**src/rtl/ext_bus_bridge_pkg.sv**
```systemverilog
// Shared definitions for the external bus bridge: FSM state encoding and default constants.
package ext_bus_bridge_pkg;

  typedef enum logic [1:0] {
    IDLE = 2'd0,
    BUS  = 2'd1,
    DONE = 2'd2
  } state_t;

  localparam logic [31:0] ERR_DATA_DEFAULT = 32'hDEADBEEF;
  localparam int unsigned TIMEOUT_DEFAULT  = 15;

endpackage

```
**src/rtl/ext_bus_bridge_if.sv**
```systemverilog
// CPU-side and external-bus-side signals of the bridge.
// master = the bridge itself, slave = the CPU pipeline plus the external slave it talks to.
interface ext_bus_bridge_if;
  logic        cpu_req;
  logic        cpu_we;
  logic [31:0] cpu_addr;
  logic [31:0] cpu_wdata;
  logic [31:0] cpu_rdata;
  logic        cpu_ack;
  logic        cpu_stall;
  logic        cpu_err;
  logic        bus_stb;
  logic        bus_we;
  logic [31:0] bus_addr;
  logic [31:0] bus_wdata;
  logic [31:0] bus_rdata;
  logic        bus_ack;

  modport master (
    input  cpu_req, cpu_we, cpu_addr, cpu_wdata, bus_rdata, bus_ack,
    output cpu_rdata, cpu_ack, cpu_stall, cpu_err,
           bus_stb, bus_we, bus_addr, bus_wdata
  );

  modport slave (
    output cpu_req, cpu_we, cpu_addr, cpu_wdata, bus_rdata, bus_ack,
    input  cpu_rdata, cpu_ack, cpu_stall, cpu_err,
           bus_stb, bus_we, bus_addr, bus_wdata
  );
endinterface

```
**src/rtl/ext_bus_bridge_bus_timer.sv**
```systemverilog
// Wait-cycle counter for the bridge's BUS state; o_tc flags the last allowed wait cycle.
module bus_timer
  import ext_bus_bridge_pkg::*;
#(
  parameter int unsigned TIMEOUT_CYCLES = TIMEOUT_DEFAULT
) (
  input  logic clk,
  input  logic rst,
  input  logic i_clear,
  input  logic i_enable,
  output logic o_tc
);

  logic [7:0] r_count;

  always_ff @(posedge clk or posedge rst) begin
    if (rst) begin
      r_count <= '0;
    end else if (i_clear) begin
      r_count <= '0;
    end else if (i_enable) begin
      r_count <= r_count + 8'd1;
    end
  end

  // The counter would reach TIMEOUT_CYCLES at this edge: the current cycle is the last one.
  assign o_tc = i_enable && (r_count == 8'(TIMEOUT_CYCLES - 1));

endmodule

```
**src/rtl/ext_bus_bridge.sv**
```systemverilog
// CPU-to-external-bus bridge: one outstanding access, stalls the pipeline until the slave acks.
// Optional abort of slow accesses is enabled by defining BUS_TIMEOUT_EN.
module ext_bus_bridge
  import ext_bus_bridge_pkg::*;
#(
  parameter int unsigned TIMEOUT_CYCLES = TIMEOUT_DEFAULT,
  parameter logic [31:0] ERR_DATA       = ERR_DATA_DEFAULT
) (
  input logic              clk,
  input logic              rst,
  ext_bus_bridge_if.master bif
);

  state_t      r_state;
  state_t      w_state_next;
  logic        r_we;
  logic [31:0] r_addr;
  logic [31:0] r_wdata;
  logic [31:0] r_rdata;
  logic        w_start;
  logic        w_bus_done;
  logic        w_timeout;

  assign w_start    = (r_state == IDLE) && bif.cpu_req;
  assign w_bus_done = (r_state == BUS) && bif.bus_ack;

`ifdef BUS_TIMEOUT_EN
  logic r_err;

  bus_timer #(
    .TIMEOUT_CYCLES(TIMEOUT_CYCLES)
  ) u_bus_timer (
    .clk      (clk),
    .rst      (rst),
    .i_clear  (w_start),
    .i_enable ((r_state == BUS) && !bif.bus_ack),
    .o_tc     (w_timeout)
  );

  always_ff @(posedge clk or posedge rst) begin
    if (rst) begin
      r_err <= 1'b0;
    end else if (w_bus_done) begin
      r_err <= 1'b0;
    end else if (w_timeout) begin
      r_err <= 1'b1;
    end
  end

  assign bif.cpu_err = r_err && (r_state == DONE);
`else
  assign w_timeout   = 1'b0;
  assign bif.cpu_err = 1'b0;
`endif

  always_ff @(posedge clk or posedge rst) begin
    if (rst) begin
      r_state <= IDLE;
    end else begin
      r_state <= w_state_next;
    end
  end

  always_comb begin
    w_state_next = r_state;
    case (r_state)
      IDLE:    if (bif.cpu_req) w_state_next = BUS;
      BUS:     if (bif.bus_ack || w_timeout) w_state_next = DONE;
      DONE:    w_state_next = IDLE;
      default: w_state_next = IDLE;
    endcase
  end

  always_ff @(posedge clk or posedge rst) begin
    if (rst) begin
      r_we    <= 1'b0;
      r_addr  <= '0;
      r_wdata <= '0;
      r_rdata <= '0;
    end else begin
      if (w_start) begin
        r_we    <= bif.cpu_we;
        r_addr  <= bif.cpu_addr;
        r_wdata <= bif.cpu_wdata;
      end
      // A slave ack always beats a timeout landing on the same cycle.
      if (w_bus_done) begin
        if (!r_we) begin
          r_rdata <= bif.bus_rdata;
        end
      end else if (w_timeout) begin
        r_rdata <= ERR_DATA;
      end
    end
  end

  assign bif.bus_stb   = (r_state == BUS);
  assign bif.bus_we    = r_we;
  assign bif.bus_addr  = r_addr;
  assign bif.bus_wdata = r_wdata;
  assign bif.cpu_rdata = r_rdata;
  assign bif.cpu_ack   = (r_state == DONE);
  assign bif.cpu_stall = w_start || (r_state == BUS);

endmodule

```
**src/flat_wrapper.sv**
```systemverilog
// flat-port wrapper written by rule: the top's interface ports become plain ports
module ext_bus_bridge_flat import ext_bus_bridge_pkg::*;
#(
  parameter int unsigned TIMEOUT_CYCLES = TIMEOUT_DEFAULT,
  parameter logic [31:0] ERR_DATA       = ERR_DATA_DEFAULT
)
  (clk, rst, bif_cpu_req, bif_cpu_we, bif_cpu_addr, bif_cpu_wdata, bif_bus_rdata, bif_bus_ack, bif_cpu_rdata, bif_cpu_ack, bif_cpu_stall, bif_cpu_err, bif_bus_stb, bif_bus_we, bif_bus_addr, bif_bus_wdata);
  ext_bus_bridge_if bif_i ();
  input logic clk;
  input logic rst;
  input wire logic [$bits(bif_i.cpu_req)-1:0] bif_cpu_req;
  input wire logic [$bits(bif_i.cpu_we)-1:0] bif_cpu_we;
  input wire logic [$bits(bif_i.cpu_addr)-1:0] bif_cpu_addr;
  input wire logic [$bits(bif_i.cpu_wdata)-1:0] bif_cpu_wdata;
  input wire logic [$bits(bif_i.bus_rdata)-1:0] bif_bus_rdata;
  input wire logic [$bits(bif_i.bus_ack)-1:0] bif_bus_ack;
  output wire logic [$bits(bif_i.cpu_rdata)-1:0] bif_cpu_rdata;
  output wire logic [$bits(bif_i.cpu_ack)-1:0] bif_cpu_ack;
  output wire logic [$bits(bif_i.cpu_stall)-1:0] bif_cpu_stall;
  output wire logic [$bits(bif_i.cpu_err)-1:0] bif_cpu_err;
  output wire logic [$bits(bif_i.bus_stb)-1:0] bif_bus_stb;
  output wire logic [$bits(bif_i.bus_we)-1:0] bif_bus_we;
  output wire logic [$bits(bif_i.bus_addr)-1:0] bif_bus_addr;
  output wire logic [$bits(bif_i.bus_wdata)-1:0] bif_bus_wdata;
  assign bif_i.cpu_req = bif_cpu_req;
  assign bif_i.cpu_we = bif_cpu_we;
  assign bif_i.cpu_addr = bif_cpu_addr;
  assign bif_i.cpu_wdata = bif_cpu_wdata;
  assign bif_i.bus_rdata = bif_bus_rdata;
  assign bif_i.bus_ack = bif_bus_ack;
  assign bif_cpu_rdata = bif_i.cpu_rdata;
  assign bif_cpu_ack = bif_i.cpu_ack;
  assign bif_cpu_stall = bif_i.cpu_stall;
  assign bif_cpu_err = bif_i.cpu_err;
  assign bif_bus_stb = bif_i.bus_stb;
  assign bif_bus_we = bif_i.bus_we;
  assign bif_bus_addr = bif_i.bus_addr;
  assign bif_bus_wdata = bif_i.bus_wdata;
  ext_bus_bridge #(.TIMEOUT_CYCLES(TIMEOUT_CYCLES), .ERR_DATA(ERR_DATA)) u_core (.clk(clk), .rst(rst), .bif(bif_i));
endmodule
```
**config.mk**
```make
export PLATFORM = sky130hd
export DESIGN_NAME = ext_bus_bridge_flat
export DESIGN_NICKNAME = d
export VERILOG_FILES = /design/src/rtl/ext_bus_bridge_pkg.sv /design/src/rtl/ext_bus_bridge_if.sv /design/src/rtl/ext_bus_bridge_bus_timer.sv /design/src/rtl/ext_bus_bridge.sv /design/src/flat_wrapper.sv
export SDC_FILE = /design/constraint.sdc
export NUM_CORES = 1
export LEC_CHECK = 0
export ABC_CLOCK_PERIOD_IN_PS = 10900
export BUFFER_PORTS_ARGS = -buffer_cell sky130_fd_sc_hd__buf_2
export CAP_MARGIN = 10
export CORE_ASPECT_RATIO = 0.5
export CORE_MARGIN = 10
export CORE_UTILIZATION = 49
export DETAILED_ROUTE_END_ITERATION = 10
export GPL_TIMING_DRIVEN = 0
export PLACE_DENSITY = 0.86
export SLEW_MARGIN = 20
export SYNTH_ARGS = -nofsm -noshare
export SYNTH_HDL_FRONTEND = slang
export SYNTH_SLANG_ARGS = --single-unit
```
**constraint.sdc**
```tcl
create_clock -name clk -period 10.9 [get_ports clk]
set_input_delay 2.725 -clock clk [delete_from_list [all_inputs] [get_ports clk]]
set_output_delay 2.725 -clock clk [all_outputs]
set_load 0.01 [all_outputs]
```
### Word level (Yosys, flattened, before mapping)

Index checks and enable logic that the tools add are counted.

| storage, ports and cells | value |
|---|---|
| register bits | 99 |
| RAM bits | 0 |
| bits in read-only memories | 0 |
| memories | 0 |
| output and inout port bits | 101 |
| bits in latches | 0 |
| input port bits | 101 |

| cells by class | value |
|---|---|
| $add $sub $neg | 0 |
| reductions and logical operators | 6 |
| bitwise operators | 1 |
| $lt $le $gt $ge | 0 |
| shifts and indexed selects | 0 |
| equal/unequal tests | 4 |
| multipliers | 0 |
| div/mod/pow operators | 0 |
| multiplexer cells | 3 |

Operators by type and width:

| cell | number |
|---|---|
| 2-bit two-way mux | 2 |
| 2-bit inequality test (second input constant) | 2 |
| 2-bit case mux with 2 select lines | 1 |
| 2-bit AND reduction | 2 |
| 2-bit by 1-bit equality test with 1-bit output (second input constant) | 1 |
| 2-bit equality test (second input constant) | 1 |
| 1-bit logical AND | 2 |
| 2-bit zero test | 1 |
| 1-bit logical OR | 1 |
| 1-bit inverter | 1 |

### Longest topological paths before layout

| logic depth | value |
|---|---|
| depth in word-level cells | 3 |
| mapped depth | 4 |
| mapped depth without buffers | 2 |

### Worst setup path after synthesis

No wires, ideal clock.

| path | value |
|---|---|
| path kind | input -> output |
| start | in bif_cpu_req |
| end | out bif_cpu_stall |
| cell stages on the path | 2 |
| data arrival time | 2922 ps |
| path buffers | 0 |
| slack | 5253 ps |
| cell sequence | nor2_1 nor2_1 |

| between the ends | value |
|---|---|
| cells in the longest elaborated chain, start to end | 2 |

Ends and longest elaborated chain:

| item | line | source |
|---|---|---|
| start: declaration | flat_wrapper.sv:11 | `input wire logic [$bits(bif_i.cpu_req)-1:0] bif_cpu_req;` |
| 1-bit logical AND | ext_bus_bridge.sv:24 | `assign w_start = (r_state == IDLE) && bif.cpu_req;` |
| 1-bit logical OR | ext_bus_bridge.sv:103 | `assign bif.cpu_stall = w_start \|\| (r_state == BUS);` |
| end: declaration | flat_wrapper.sv:19 | `output wire logic [$bits(bif_i.cpu_stall)-1:0] bif_cpu_stall;` |

No other way between the ends.

### Worst setup path after layout

Ends and elaborated chain as after synthesis.

==> impl_metrics.csv <==
group,metric,value,unit
outcome,status,"completed",
floorplanning,die_h,83.0,µm
sta,fin_skew,0.00400,ns
clock_network,cts_setup_buffers,0,
worst_hold_path,min_from,"u_core.bif.bus_wdata[8]",
critical_path,arrival,3.16,ns
critical_path,critical_path.max_stage_delay,0.15,ns
critical_path,critical_path.cell_chain,"buf_2 -> nor2_1 -> nor2_1 -> buf_2",
sta,rsz0062_at_grt,"false",
finish,multiInputGateArea,0.00127,mm²
logic_synthesis,synth_flop_cell,"dfrtp_1",
worst_hold_path,hold_class,"reg2reg",
sta,fmaxAchievable,170,MHz
routing,wl_per_cell,18.7,µm
sta,setup_violations,0,
clock_network,root_buffer,"clkbuf_16",
floorplanning,num_rows,22,
logic_synthesis,synth_area_per_cell,17.9,µm²
logic_synthesis,synth_warnings,0,
finish,area_delta_synth_final,39.0,%
sta,finalSetupTns,0,ns
critical_path,critPathLaunchType,"input pin",
logic_synthesis,yosys.area.top_type,"dfrtp_1",
logic_synthesis,syn_nets,319,
power,peakVddDrop,155,µV
global_routing,grt_max_degree,52,
power,fin_total_pwr,1.67,mW
floorplanning,core_region_area,0.00751,mm²
clock_network,clk_pin_slew,0.06,ns
logic_synthesis,synthCells,218,
finish,layout-drive-gt1-share,0.756,
floorplanning,ios,202,
logic_synthesis,yosys-top-cells-area,"dfrtp_1, mux2_2, mux2_4",
critical_path,critPathRequiredTime,8.18,ns
flow_run,drv_cap,0,
power,seqPwrFrac,0.388,
routing,num_vias,2517,
critical_path,r2r-start,"u_core.r_state[1]",
clock_network,cts_buffers,9,
critical_path,path_class,"in2out",
clock_network,clock_latency,0.33,ns
global_routing,grt_overflow,0,
finish,regArea,0.00248,mm²
routing,totalWireLength,10100,µm
global_routing,grt_pass1_wl,16000,µm
floorplanning,die_area,0.0121,mm²
power,p_clk_frac,0.217,
sta,slew_violations,0,
floorplanning,fp.dieW,146,µm
logic_synthesis,yosys-top-cells-count,"dfrtp_1, mux2_2, mux2_4, buf_6",
power,p_comb_frac,0.394,
global_routing,grt_pass1_vias,2936,
critical_path,critPathLaunch,"bif_cpu_req",
power,swShare,0.312,
logic_synthesis,synth.distinct_cells,15,
power,intPower,1.15,mW
finish,diodes,0,
routing,drt_pass1_iterations,4,
global_routing,grtUsageMet2,0.328,
global_routing,use_met3,0.0514,
clock_network,cts_max_path_buffers,2,
critical_path,endpoint_kind,"output port",
global_routing,grt_usage,0.164,
clock_network,tritoncts,"yes",
critical_path,crit_fanout,2,
logic_synthesis,synth_edf_count,0,
routing,drc,0,
sta,min_period,5.88,ns
logic_synthesis,seq_area_frac_synth,0.636,
power,leakagePower,2.71,nW
global_routing,grtUsageMet1,0.154,
clock_network,cts.sinks,99,
critical_path,slowest_stage,"buf_2",
sta,fin_crit_sh,0.540,
placement,hpwl,8230,µm
routing,ant_nets,0,
routing,drt_iter0_drc,67,
sta,hold_viol_final,0,
logic_synthesis,yosysMostFrequentCell,"dfrtp_1",
global_routing,top_usage_layer,"met2",
power,powerDensity,309,mW/mm²
clock_network,hold_buffers,0,
placement,gp_congestion,0.757,
clock_network,cts_max_level,3,
logic_synthesis,netlist_area,0.00389,mm²
floorplanning,start_util,0.518,
finish,nets,531,
logic_synthesis,synthArstFlopShare,1.00,
logic_synthesis,ys_seq_elements,99,
global_routing,antenna_found_initial,0,
power,p_sw,0.521,mW
finish,fillers,563,
placement,io_buffers,200,
routing,vias_per_cell,4.64,
logic_synthesis,synth.top_cell.area_share,0.636,
clock_network,cts_resized,0,
## cells in the final DEF (no fill, tap or decap)
master,instances
buf_4,3
bufinv_16,3
buf_6,5
nor4bb_1,1
nor3b_2,1
a211oi_1,1
clkbuf_8,1
nor2_1,2
and2_1,1
buf_12,3
buf_2,201
dfrtp_1,99
clkbuf_1,1
buf_16,1
mux2_2,67
mux2_4,30
inv_6,3
and2b_2,2
clkbuf_16,9
conb_1,1
## power by group through the flow
stage | sequential [mW] | clock [mW] | combinational [mW]
2_1_floorplan | 0.741 | 0 | 0.295
3_3_place_gp | 0.639 | 0 | 0.658
3_5_place_dp | 0.654 | 0 | 0.676
4_1_cts | 0.651 | 0.371 | 0.677
5_1_grt | 0.678 | 0.386 | 0.706
6_report | 0.649 | 0.363 | 0.659
## cell type report
cell class,count,share of cell area
sequential,99,0.458
multi-input combinational,106,0.235
timing repair buffer,201,0.190
clock buffer,11,0.0448
buffer,12,0.0266
tap,108,0.0250
clock inverter,5,0.0199
inverter,1,0.00162
## metal layers
metal  routed length (µm)  vias to the layer above
met5                    0                        -
met4                  185                        0
met3                  498                       14
met2                 6040                       70
met1                 3410                     1248
li1                     -                     1185
## cells by family after synthesis
group,after synthesis,share of synthesized area
flip-flops,99,0.636
AND/OR/NAND/NOR,7,0.0138
buffers and inverters,13,0.0379
multiplexers,97,0.309
other,1,0.000963
AO/OA/AOI/OAI,1,0.00193
## path summary, 6_finish.rpt
| kind | endpoint | slack [ns] | depth (start not counted) |
|---|---|---|---|
| max in group asynchronous | u_core.bif.bus_addr[17] | 7.90 | 3 |
| setup / recovery | bif_cpu_stall | 5.02 | 4 |
| setup reg to reg | u_core.bif.cpu_rdata[4] | 9.31 | 4 |
| hold / removal | u_core.bif.bus_wdata[8] | 0.50 | 1 |
| min in group asynchronous | u_core.bif.cpu_rdata[12] | 2.42 | 2 |
| hold reg to reg | u_core.bif.bus_wdata[8] | 0.50 | 1 |
## worst max-delay path, delay by kind of cell
| kind | cells | cell delay [ns] |
|---|---|---|
| AND/OR/NAND/NOR | 2 | 0.18 |
| buffers and inverters | 2 | 0.25 |
## metrics by stage
step           setup WS, ns  hold slack (ns)   util  cells  cell area (µm²)
2_1_floorplan          5.25            0.492      -    218             3890
3_3_place_gp           4.45            0.483  0.669    526             5030
3_5_place_dp           5.02            0.488  0.674    527             5060
4_1_cts                5.02            0.504  0.720    543             5410
5_1_grt                5.01            0.518  0.720    543             5410
6_report               5.02            0.501  0.720    543             5410
## sequential cells by signal, indices dropped and copies added, names as in the netlist
signal and cells:
u_core.bif.bus_wdata 32, u_core.bif.cpu_rdata 32, u_core.bif.bus_we 1, u_core.r_state 2, u_core.bif.bus_addr 32
Note: power is estimated with default switching activity, not from simulation.
